### config.mk
export PLATFORM = sky130hd
export DESIGN_NAME = ripple_count_monitor
export DESIGN_NICKNAME = d
export VERILOG_FILES = /design/src/rtl/ripple_mon_pkg.sv /design/src/rtl/sync_filter.sv /design/src/rtl/ripple_count_monitor.sv
export SDC_FILE = /design/constraint.sdc
export NUM_CORES = 1
export LEC_CHECK = 0
export ABC_AREA = 1
export CAP_MARGIN = 10
export CORE_MARGIN = 2
export CORE_UTILIZATION = 56
export CTS_CLUSTER_DIAMETER = 50
export DETAILED_ROUTE_END_ITERATION = 16
export MAX_ROUTING_LAYER = met4
export PLACE_DENSITY = 0.92
export SYNTH_ARGS = -nofsm -noshare
export SYNTH_HDL_FRONTEND = slang
export SYNTH_SLANG_ARGS = --single-unit
### constraint.sdc
create_clock -name clk -period 4.98 [get_ports clk]
set_clock_uncertainty 0.15 [all_clocks]
set_input_delay 0.747 -clock clk [delete_from_list [all_inputs] [get_ports clk]]
set_output_delay 0.747 -clock clk [all_outputs]
set_load 0.03 [all_outputs]
### src/rtl/ripple_mon_pkg.sv
// Shared definitions for the ripple counter monitor: count width,
// FSM state encoding and the modulo-16 decrement helper.
package ripple_mon_pkg;

    localparam int CNT_W = 4;

    typedef logic [1:0] state_t;

    localparam state_t ST_INIT  = 2'd0;
    localparam state_t ST_TRACK = 2'd1;
    localparam state_t ST_ERR   = 2'd2;

    // Next value of a 4-bit down counter (wraps 0 -> F).
    function automatic logic [CNT_W-1:0] dec4(input logic [CNT_W-1:0] v);
        return v - 4'd1;
    endfunction

endpackage

### src/rtl/sync_filter.sv
// Brings the asynchronous ripple count into clk and rejects ripple
// transients: 'hit' is high while the synced value has been seen on
// STABLE_CYC consecutive samples; 'value' is that synced value.
module sync_filter
    import ripple_mon_pkg::*;
#(
    parameter int SYNC_STAGES = 2,
    parameter int STABLE_CYC  = 2
) (
    input  logic             clk,
    input  logic             reset,
    input  logic [CNT_W-1:0] count_in,
    output logic             hit,
    output logic [CNT_W-1:0] value
);

    localparam int RUN_W = (STABLE_CYC < 2) ? 1 : $clog2(STABLE_CYC + 1);
    localparam logic [RUN_W-1:0] RUN_MAX = RUN_W'(STABLE_CYC);

    logic [CNT_W-1:0]       sync_q [SYNC_STAGES];
    // Marks which synchroniser stages hold a real sample rather than reset fill,
    // so the zeros loaded by reset are never mistaken for a stable input.
    logic [SYNC_STAGES-1:0] fill_q;
    logic [CNT_W-1:0]       last_q;
    logic [RUN_W-1:0]       run_q;

    logic [CNT_W-1:0] s;
    logic             s_ok;
    logic [RUN_W-1:0] held;

    assign s     = sync_q[SYNC_STAGES-1];
    assign s_ok  = fill_q[SYNC_STAGES-1];
    assign value = s;
    assign hit   = (held == RUN_MAX);

    // Number of consecutive identical samples including the current one (saturating).
    always_comb begin
        held = '0;
        if (!s_ok) begin
            held = '0;
        end else if ((s == last_q) && (run_q != '0)) begin
            held = (run_q == RUN_MAX) ? run_q : run_q + RUN_W'(1);
        end else begin
            held = RUN_W'(1);
        end
    end

    // Synchroniser chain plus run-length history.
    always_ff @(posedge clk) begin
        if (!reset) begin
            for (int i = 0; i < SYNC_STAGES; i++) sync_q[i] <= '0;
            fill_q <= '0;
            last_q <= '0;
            run_q  <= '0;
        end else begin
            sync_q[0] <= count_in;
            for (int i = 1; i < SYNC_STAGES; i++) sync_q[i] <= sync_q[i-1];
            fill_q <= {fill_q[SYNC_STAGES-2:0], 1'b1};
            last_q <= s;
            run_q  <= held;
        end
    end

endmodule

### src/rtl/ripple_count_monitor.sv
// Consumer of a 4-bit ripple down counter: filters the count, follows the
// decrement sequence, counts wraps and flags source resets / illegal jumps.
module ripple_count_monitor
    import ripple_mon_pkg::*;
#(
    parameter int               SYNC_STAGES = 2,
    parameter int               STABLE_CYC  = 2,
    parameter int               WRAP_W      = 8,
    parameter logic [CNT_W-1:0] SRC_RST_VAL = 4'h0
) (
    input  logic              clk,
    input  logic              reset,
    input  logic [CNT_W-1:0]  count_in,
    input  logic              clr,
    output logic [CNT_W-1:0]  cnt_stable,
    output logic              cnt_valid,
    output logic              wrap_pulse,
    output logic              src_rst_pulse,
    output logic [WRAP_W-1:0] wrap_count,
    output logic              seq_err,
    output state_t            fsm_state
);

    logic             hit;
    logic [CNT_W-1:0] value;
    logic             accept;
    state_t           state;

    sync_filter #(
        .SYNC_STAGES(SYNC_STAGES),
        .STABLE_CYC (STABLE_CYC)
    ) u_filter (
        .clk     (clk),
        .reset   (reset),
        .count_in(count_in),
        .hit     (hit),
        .value   (value)
    );

    // A stable value is taken when it differs from the current one; in INIT
    // even a repeat of the held value counts as the first observation.
    assign accept    = hit && ((state == ST_INIT) || (value != cnt_stable));
    assign fsm_state = state;

    // Tracking FSM, wrap counter and all output registers.
    always_ff @(posedge clk) begin
        if (!reset) begin
            state         <= ST_INIT;
            cnt_stable    <= '0;
            cnt_valid     <= 1'b0;
            wrap_pulse    <= 1'b0;
            src_rst_pulse <= 1'b0;
            wrap_count    <= '0;
            seq_err       <= 1'b0;
        end else begin
            wrap_pulse    <= 1'b0;
            src_rst_pulse <= 1'b0;
            if (clr) begin
                wrap_count <= '0;
                seq_err    <= 1'b0;
                cnt_valid  <= 1'b0;
                state      <= ST_INIT;
            end else if (accept) begin
                cnt_stable <= value;
                case (state)
                    ST_INIT: begin
                        cnt_valid <= 1'b1;
                        state     <= ST_TRACK;
                    end
                    ST_TRACK: begin
                        if (value == dec4(cnt_stable)) begin
                            if (cnt_stable == '0) begin
                                wrap_pulse <= 1'b1;
                                if (wrap_count != '1) wrap_count <= wrap_count + WRAP_W'(1);
                            end
                        end else if (value == SRC_RST_VAL) begin
                            src_rst_pulse <= 1'b1;
                        end else begin
                            seq_err <= 1'b1;
                            state   <= ST_ERR;
                        end
                    end
                    default: begin
                        state <= ST_ERR;
                    end
                endcase
            end
        end
    end

endmodule

# Word-level counts from Yosys, hierarchy flattened
# Memory sizes are Yosys's and may differ from the RTL's.
# Index checks and enable logic that the tools add are counted.
# totals
mem_bits_ro	0
reg_bits	26
elab_cells	60
mem_bits_rw	8
input_bits	7
output_inout_bits	18
n_memories	1
latchBits	0
# memory_table
memory	words	width	rd	rd_ports_with_merged_regs	wr	line_no	text
u_filter.sync_q	2	4	2	0	2	sync_filter.sv:20	logic [CNT_W-1:0] sync_q [SYNC_STAGES];
# op_classes
n_div	0
n_eq_ne	9
n_addsub	3
multipliers	0
order_cmp	0
mux	13
bitwise_logic	8
n_reduce_logical	15
shift	0
# op_table
operator	count
2-to-1 mux 2 bit	5
OR reduction 5 bit	2
adder 8 x 1 -> 8 bit (second input constant)	1
equality test 4 bit	2
logical NOT 4 bit	2
2-to-1 mux 4 bit	2
!= test 8 bit (second input constant)	1
NOT 1 bit	6
2-to-1 mux 1 bit	5
AND reduction 5 bit	1
equality test 2 bit (second input constant)	2
!= test 2 bit (second input constant)	2
!= test 4 bit	1
case mux 2 bit (2 select lines)	1
AND reduction 2 bit	2
AND reduction 4 bit	1
subtractor 4 x 1 -> 4 bit (second input constant)	1
AND reduction 3 bit	1
adder 2 x 1 -> 2 bit (second input constant)	1
equality test 2 x 1 -> 1 bit (second input constant)	1
logical AND 1 bit	2
logical NOT 2 bit	1
bitwise OR 1 bit	2
nonzero test 2 bit	1
other kinds (2)	2

# Depth between registers and ports, before layout
# Gate-level depths: netlist (run 1).
# An unclocked memory read counts as a cell.
# depth
depth_word	9
mapped_depth	12
ltp_nobuf	12

# Modules after synthesis
# A second synthesis (run 1) with hierarchy kept.
# unflattened
hier_cells	247
area_unflattened_um2	1677.9
# by_module_without_submodules
module	area_each_um2	cells_per_inst	instances	seq_area_each_um2
ripple_count_monitor	1063.5	167	1	360.3
sync_filter	614.3	80	1	320.3

# Least setup slack after synthesis (run 1)
# No wires, ideal clock.
# synth_path
path_kind	register to register
from	register cnt_stable[0]
to	register wrap_count[0]
synth_period_minus_slack_ns	2.082
path_slack_ns	2.898
t_arrival_ns	1.813
setup_time_ns	0.119
n_path_buf	0
path_stages_with_launch	10
required_time_ns	4.711
path_cell_list	dfxtp_1 inv_1 ha_1 xnor2_1 nor2_1 nand4_1 nor2_2 nand2_1 o21ai_1 a21oi_1
# synth_via
elab_chain_cells	4
elab_cells_between_ends	7
classes_between	add/sub (1); eq/ne (2); reduce/logical (4)
# synth_lines
element	line_no	text
from (decl)	ripple_count_monitor.sv:15	output logic [CNT_W-1:0] cnt_stable,
from (signal assigned)	ripple_count_monitor.sv:64	cnt_stable <= value;
branches (longest 3 deep; another with subtractor 4 x 1 -> 4 bit)	-	
AND reduction 5 bit (no line) (*)	-	
to (signal assigned)	ripple_count_monitor.sv:74	if (wrap_count != '1) wrap_count <= wrap_count + WRAP_W'(1);
to (decl)	ripple_count_monitor.sv:19	output logic [WRAP_W-1:0] wrap_count,
# Every way passes the cells marked *.
# A chain may end at the register's enable or synchronous reset.

# Worst setup path after layout (run 1)
# layout_path
from	input reset
to	register src_rst_pulse
# layout_via
elab_chain_cells	2
# layout_lines
element	line_no	text
from (decl)	ripple_count_monitor.sv:12	input logic reset,
NOT 1 bit (no line)	-	
OR reduction 5 bit (no line)	-	
to (signal assigned)	ripple_count_monitor.sv:52	src_rst_pulse <= 1'b0;
to (signal assigned)	ripple_count_monitor.sv:57	src_rst_pulse <= 1'b0;
to (signal assigned)	ripple_count_monitor.sv:77	src_rst_pulse <= 1'b1;
to (decl)	ripple_count_monitor.sv:18	output logic src_rst_pulse,
# Every way passes these cells.

==> impl_metrics.json, run 1 <==
{
  "syn_to_final_growth_pct": 19.5,
  "drcViolationCount": 0,
  "timing.final.crit_period_ps": 2690,
  "setup_viol": 0,
  "crit_family": "buffers and inverters",
  "dp_slack_ps": 1990,
  "totalWireLength_um": 3170,
  "synth.cell_area_sq_um": 1590,
  "holdPathStages": 2,
  "power_density_nw_per_um2": 239,
  "post_cts_buffers": 0,
  "p_int_mw": 0.352,
  "setup_ws_ps": 2290,
  "synthArstFlopShare": 0,
  "pin_count": 25,
  "drive_gt1_frac": 0.0553,
  "clk_latency_ps": 320,
  "power_frac_seq": 0.618,
  "cts_buffers": 5,
  "fillers": 211,
  "crit_path_end_kind": "flip-flop",
  "tightestPinTransition_ps": 629,
  "synth_area_per_cell_sq_um": 7.03,
  "slew_viol_final": 0,
  "cts_buffer_depth": 2,
  "vias": 1458,
  "postCtsHoldBufs": 0,
  "htree_levels": 2,
  "num_rows": 19,
  "floorplan.initialDensity": 0.581,
  "die_w_um": 57.3,
  "crit_fanout": 20,
  "hpwl_um": 2380,
  "power_frac_clock": 0.324,
  "switchingPower_mw": 0.102,
  "clk_pin_slew_worst_paths_ps": 90,
  "critical_path_arrival_ps": 2780,
  "gp_congestion": 0.817,
  "synth_edf_count": 0,
  "cts_root_buffer": "clkbuf_4",
  "worst_path_most_repeated_cell": "inv_1",
  "period_share": 0.540,
  "yosysSeqAreaShare": 0.428,
  "die_y_um": 57.3,
  "diodes": 0,
  "cts-resized-gates": 0,
  "p_comb_frac": 0.058,
  "cp.required_ps": 5080,
  "drt_iter0_drc": 50,
  "drv_cap": 0,
  "irDropWorstVdd_v": 0.000258,
  "p_sw_frac": 0.226,
  "grt_max_degree": 21,
  "hold_class": "reg2reg",
  "synth_cell_types": 28,
  "wl_per_cell_um": 11.2,
  "rsz0062_at_grt": "false",
  "cts_sinks": 34,
  "grt_pass1_vias": 1213,
  "p_leak_nw": 0.891,
  "grt_pass1_wl_um": 5150,
  "crit_path_max_incr_delay_ps": 870,
  "worst-setup-path-type": "in2reg",
  "syn_inst": 226,
  "final_antenna_net_count": 0,
  "reg2reg_depth": 11,
  "grt_overflow": 0,
  "setup.worst_path.start_class": "input pin",
  "synth_nets": 237,
  "crit_path_cell_trace": "clkdlybuf4s50_1 -> inv_1 -> nor2_1 -> inv_1 -> nor4_2",
  "dieArea_sq_um": 3280,
  "core_sq_um": 2730,
  "first_pass_iters": 4,
  "vias_per_cell": 5.13,
  "synthFlopType": "dfxtp_1",
  "relSlewSlack": 0.579,
  "crit_buf_inv": 3,
  "grtUsageTotal": 0.211,
  "portBuffers": 24,
  "cp_num_cells": 5,
  "status": "finished clean",
  "antenna_found_initial": 0,
  "finalSetupTns_ps": 0,
  "yosysWarnings": 0,
  "ys_seq_elements": 34,
  "finalHoldViolations": 0,
  "fmaxAchievable_mhz": 372,
  "final_net_count": 265,
  "crit_slowest_cell": "clkdlybuf4s50_1",
  "tritoncts": "done"
}
## per-layer routing
layer	share of wire	track usage	up-vias
li1	-	-	751
met3	0.042	0.0544	6
met5	0	-	-
met1	0.46	0.249	669
met2	0.49	0.350	32
met4	0.012	0.0698	0
## worst reg2reg max path, delay by kind of cell (launching register included)
kind,cells,cell delay (ps)
adders and majority gates,1,190
AOI/OAI and AO/OA,2,200
and+or+nand+nor,4,860
DFF,1,350
buffers and inverters,4,370
## logic make-up (layout without fill, tap and decap cells)
kind of cell / after synthesis / in the layout / share of synthesized area
AO/OA/AOI/OAI: 22 / 22 / 0.0772
XOR/XNOR: 5 / 5 / 0.0276
adder cells (fa/ha/maj): 4 / 4 / 0.0315
buffers and inverters: 54 / 81 / 0.133
flip-flops: 34 / 34 / 0.428
AND/OR/NAND/NOR: 107 / 107 / 0.302
## metrics by stage
| stage | power (mW) | hold slack, ps | utilization | std cells | area (sq um) |
|---|---|---|---|---|---|
| after CTS | 0.455 | 272 | 0.695 | 284 | 1900 |
| after global routing | 0.474 | 283 | 0.695 | 284 | 1900 |
| after global placement | 0.312 | 241 | 0.676 | 278 | 1850 |
| final | 0.454 | 264 | 0.695 | 284 | 1900 |
| after floorplan | 0.304 | 240 | - | 226 | 1590 |
| after detailed placement | 0.313 | 254 | 0.676 | 278 | 1850 |
## worst paths after layout
check	startpoint	to	slack, ps
setup / recovery	reset	src_rst_pulse$_SDFF_PP0_	2290
hold reg to reg	u_filter.sync_q[0][2]$_SDFF_PN0_	u_filter.sync_q[0][6]$_SDFF_PN0_	260
hold / removal	u_filter.sync_q[0][2]$_SDFF_PN0_	u_filter.sync_q[0][6]$_SDFF_PN0_	260
setup reg to reg	cnt_stable[1]$_SDFFE_PN0P_	wrap_count[0]$_SDFFE_PP0P_	2760
## sequential cells by signal, indices dropped and copies added (netlist names), 2 cells and up
| register | flops |
|---|---|
| fsm_state | 2 |
| cnt_stable | 4 |
| wrap_count | 8 |
| u_filter.fill_q | 2 |
| u_filter.sync_q | 8 |
| u_filter.last_q | 4 |
| u_filter.run_q | 2 |
## synthesized netlist by cell type (2+ instances only)
library cell	n	area share
a21oi_1	12	0.038
dfxtp_1	34	0.43
ha_1	4	0.031
inv_1	48	0.11
inv_2	2	0.0047
nand2_1	59	0.14
nand3_1	14	0.044
nand4_1	6	0.024
nor2_1	16	0.038
nor2_2	2	0.0079
nor3_1	4	0.013
o21ai_0	4	0.013
o21ai_1	3	0.0094
xnor2_1	3	0.017
xor2_1	2	0.011
## power by group through the flow
stage | registers (mW) | logic, mW | clock network, mW
after CTS | 0.280 | 0.0262 | 0.149
final | 0.281 | 0.0263 | 0.147
after floorplan | 0.286 | 0.0180 | 0
after global placement | 0.286 | 0.0252 | 0
after global routing | 0.281 | 0.0298 | 0.163
after detailed placement | 0.287 | 0.0261 | 0
## cell type report
| cell class | count | area, sq um | area share |
|---|---|---|---|
| repair buffers | 24 | 240 | 0.126 |
| multi-input cells | 138 | 697 | 0.367 |
| well taps | 31 | 38.8 | 0.0204 |
| inverters | 51 | 191 | 0.101 |
| clock buffers | 6 | 51.3 | 0.0270 |
| flip-flops and latches | 34 | 681 | 0.358 |
## layout by cell type, fill, tap and decap left out
cell             Yosys  final
o21ai_1              3      3
xnor2_1              3      3
nor4_1               1      1
nand3b_1             1      1
o21a_1               1      1
nor2_4               1      1
xor2_1               2      2
clkinv_1             1      1
clkbuf_4             0      5
nor3_1               4      4
a21oi_1             12     12
inv_1               48     48
dfxtp_1             34     34
nor2_1              16     16
a211oi_2             1      1
clkbuf_8             0      1
clkdlybuf4s50_1      0     24
inv_2                2      2
nand4_1              6      6
o21ai_0              4      4
nor4_2               1      1
nor4b_1              1      1
o211ai_1             1      1
nand4_2              1      1
nand2_1             59     59
nor2_2               2      2
ha_1                 4      4
nand3_1             14     14
(Power assumes the default switching activity.)
==> run 2, diff against run 1 <==
--- a/config.mk
+++ b/config.mk
@@ -8,11 +8,11 @@
 export ABC_AREA = 1
 export CAP_MARGIN = 10
 export CORE_MARGIN = 2
-export CORE_UTILIZATION = 56
+export CORE_UTILIZATION = 47
 export CTS_CLUSTER_DIAMETER = 50
 export DETAILED_ROUTE_END_ITERATION = 16
 export MAX_ROUTING_LAYER = met4
-export PLACE_DENSITY = 0.92
+export PLACE_DENSITY = 0.83
 export SYNTH_ARGS = -nofsm -noshare
 export SYNTH_HDL_FRONTEND = slang
 export SYNTH_SLANG_ARGS = --single-unit
==> constraint.sdc (replaced) <==
create_clock -name clk -period 2.2 [get_ports clk]
set_clock_uncertainty 0.15 [all_clocks]
set_input_delay 0.33 -clock clk [delete_from_list [all_inputs] [get_ports clk]]
set_output_delay 0.33 -clock clk [all_outputs]
set_load 0.03 [all_outputs]
==> run 2 against run 1 <==
Compared with the run above: critical path type is now reg2reg; non-clock buffer count up 5; global-route usage decreased by 1.8 points; register-to-register slack worse by 2500 ps; combinational power up 140%.
==> impl_metrics.json, run 2 (synthesis gave the netlist of run 1 again) <==
{
  "cts_buffer_depth": 2,
  "antenna_found_initial": 0,
  "placedCellCount": 297,
  "fmaxAchievable_mhz": 507,
  "crit_path_cell_trace": "inv_1 -> ha_4 -> inv_1 -> nor3_1 -> inv_1 -> nor2_2 -> inv_1 -> nor2_4 -> nand2_1 -> o21ai_1 -> a21oi_1",
  "crit_buf_inv": 4,
  "crit_path_max_incr_delay_ps": 350,
  "cts_sinks": 34,
  "grt_max_degree": 20,
  "p_leak_nw": 0.933,
  "syn_to_final_growth_pct": 26.4,
  "setup_viol": 0,
  "hpwl_um": 2330,
  "slew_viol_final": 0,
  "worst-setup-path-type": "reg2reg",
  "clk_latency_ps": 330,
  "relSlewSlack": 0.759,
  "layout.cells.non_filler": 305,
  "power_density_nw_per_um2": 580,
  "tritoncts": "done",
  "cts_root_buffer": "clkbuf_4",
  "critical_path_arrival_ps": 2040,
  "diodes": 0,
  "floorplan.initialDensity": 0.484,
  "vias_per_cell": 4.84,
  "crit_path_end_kind": "flip-flop",
  "drive_gt1_frac": 0.0965,
  "finalSetupTns_ps": 0,
  "wl_per_cell_um": 10.4,
  "final_antenna_net_count": 0,
  "pin_count": 25,
  "worst_path_most_repeated_cell": "inv_1",
  "vias": 1475,
  "reg.largest.list": "u_filter.sync_q x8, wrap_count x8",
  "dp_slack_ps": 97.8,
  "tightestPinTransition_ps": 358,
  "grtUsageTotal": 0.193,
  "drcViolationCount": 0,
  "core_sq_um": 3280,
  "status": "finished clean",
  "grt_pass1_vias": 1463,
  "htree_levels": 2,
  "finalHoldViolations": 0,
  "die_w_um": 62.1,
  "grt_overflow": 0,
  "totalWireLength_um": 3160,
  "hold_class": "reg2reg",
  "crit_fanout": 7,
  "layout_common_cells": "59 x nand2_1, 47 x inv_1, 32 x dfxtp_1",
  "period_share": 0.896,
  "cts_buffers": 5,
  "dieArea_sq_um": 3860,
  "crit_slowest_cell": "dfxtp_2",
  "setup_ws_ps": 228,
  "final_net_count": 270,
  "layout.cells.most_common": "nand2_1",
  "first_pass_iters": 4,
  "cp.required_ps": 2270,
  "crit_family": "simple AND/OR/NAND/NOR gates",
  "drv_cap": 0,
  "portBuffers": 24,
  "irDropWorstVdd_v": 0.000373,
  "clk_pin_slew_worst_paths_ps": 110,
  "timing.final.crit_period_ps": 1970,
  "die_y_um": 62.1,
  "num_rows": 21,
  "rsz0062_at_grt": "false",
  "grt_pass1_wl_um": 5820,
  "gp_congestion": 0.855,
  "drt_iter0_drc": 45,
  "setup.worst_path.start_class": "flip-flop"
}
run 2: cell types whose count changed in the layout (fill, tap and decap cells not counted), sizes merged:
cell	change
buf	+5
bufinv	+1
run 2: final cells by class:
type / count / area [sq um]
clock buffers: 6 / 51.3
clock inverters: 1 / 30.0
fillers: 303 / 1280
inverters: 51 / 191
multi-input cells: 138 / 717
flip-flops and latches: 34 / 683
well taps: 46 / 57.6
repair buffers: 29 / 278
run 2: path summary, 6_finish.rpt:
kind                                            to                              from  slack (ps)  cells past startpoint
setup / recovery        wrap_count[0]$_SDFFE_PP0P_        cnt_stable[0]$_SDFFE_PN0P_         230                     11
hold / removal    u_filter.sync_q[0][6]$_SDFF_PN0_  u_filter.sync_q[0][2]$_SDFF_PN0_         270                      2
setup reg to reg        wrap_count[0]$_SDFFE_PP0P_        cnt_stable[0]$_SDFFE_PN0P_         230                     11
hold reg to reg   u_filter.sync_q[0][6]$_SDFF_PN0_  u_filter.sync_q[0][2]$_SDFF_PN0_         270                      2
run 2: metal layers:
layer	up-vias	global-route usage	part of all wire
li1	766	-	-
met1	665	0.216	0.46
met2	33	0.308	0.46
met3	11	0.0507	0.038
met4	0	0.119	0.038
met5	-	-	0
run 2: stage by stage:
stage	utilization	hold WS (ps)	instance area, sq um	total power [mW]
6_report	0.611	273	2010	1.16
5_1_grt	0.611	291	2010	1.22
4_1_cts	0.602	276	1980	1.18
3_5_place_dp	0.578	252	1900	0.711
3_3_place_gp	0.578	242	1900	0.709
2_1_floorplan	-	208	1590	0.688
run 2: worst register-to-register path, cell delays in order (launching register included):
cell     delay (ps)
dfxtp_2         350
inv_1           120
ha_4            150
inv_1            50
nor3_1          150
inv_1           100
nor2_2          190
inv_1           100
nor2_4          170
nand2_1         130
o21ai_1         140
a21oi_1          50
run 2: timing repair:
item	in CTS	in global routing
setup endpoints to repair	0	8
hold buffers	0	0
setup buffers	0	1
resized for setup	0	6
hold endpoints to repair	0	0
run 2: power by group:
| group | switching (mW) | leakage [nW] | internal [mW] |
|---|---|---|---|
| registers | 0.00792 | 0.278 | 0.627 |
| clock network | 0.203 | 0.0443 | 0.264 |
| logic | 0.0347 | 0.611 | 0.0277 |
| total | 0.245 | 0.933 | 0.919 |
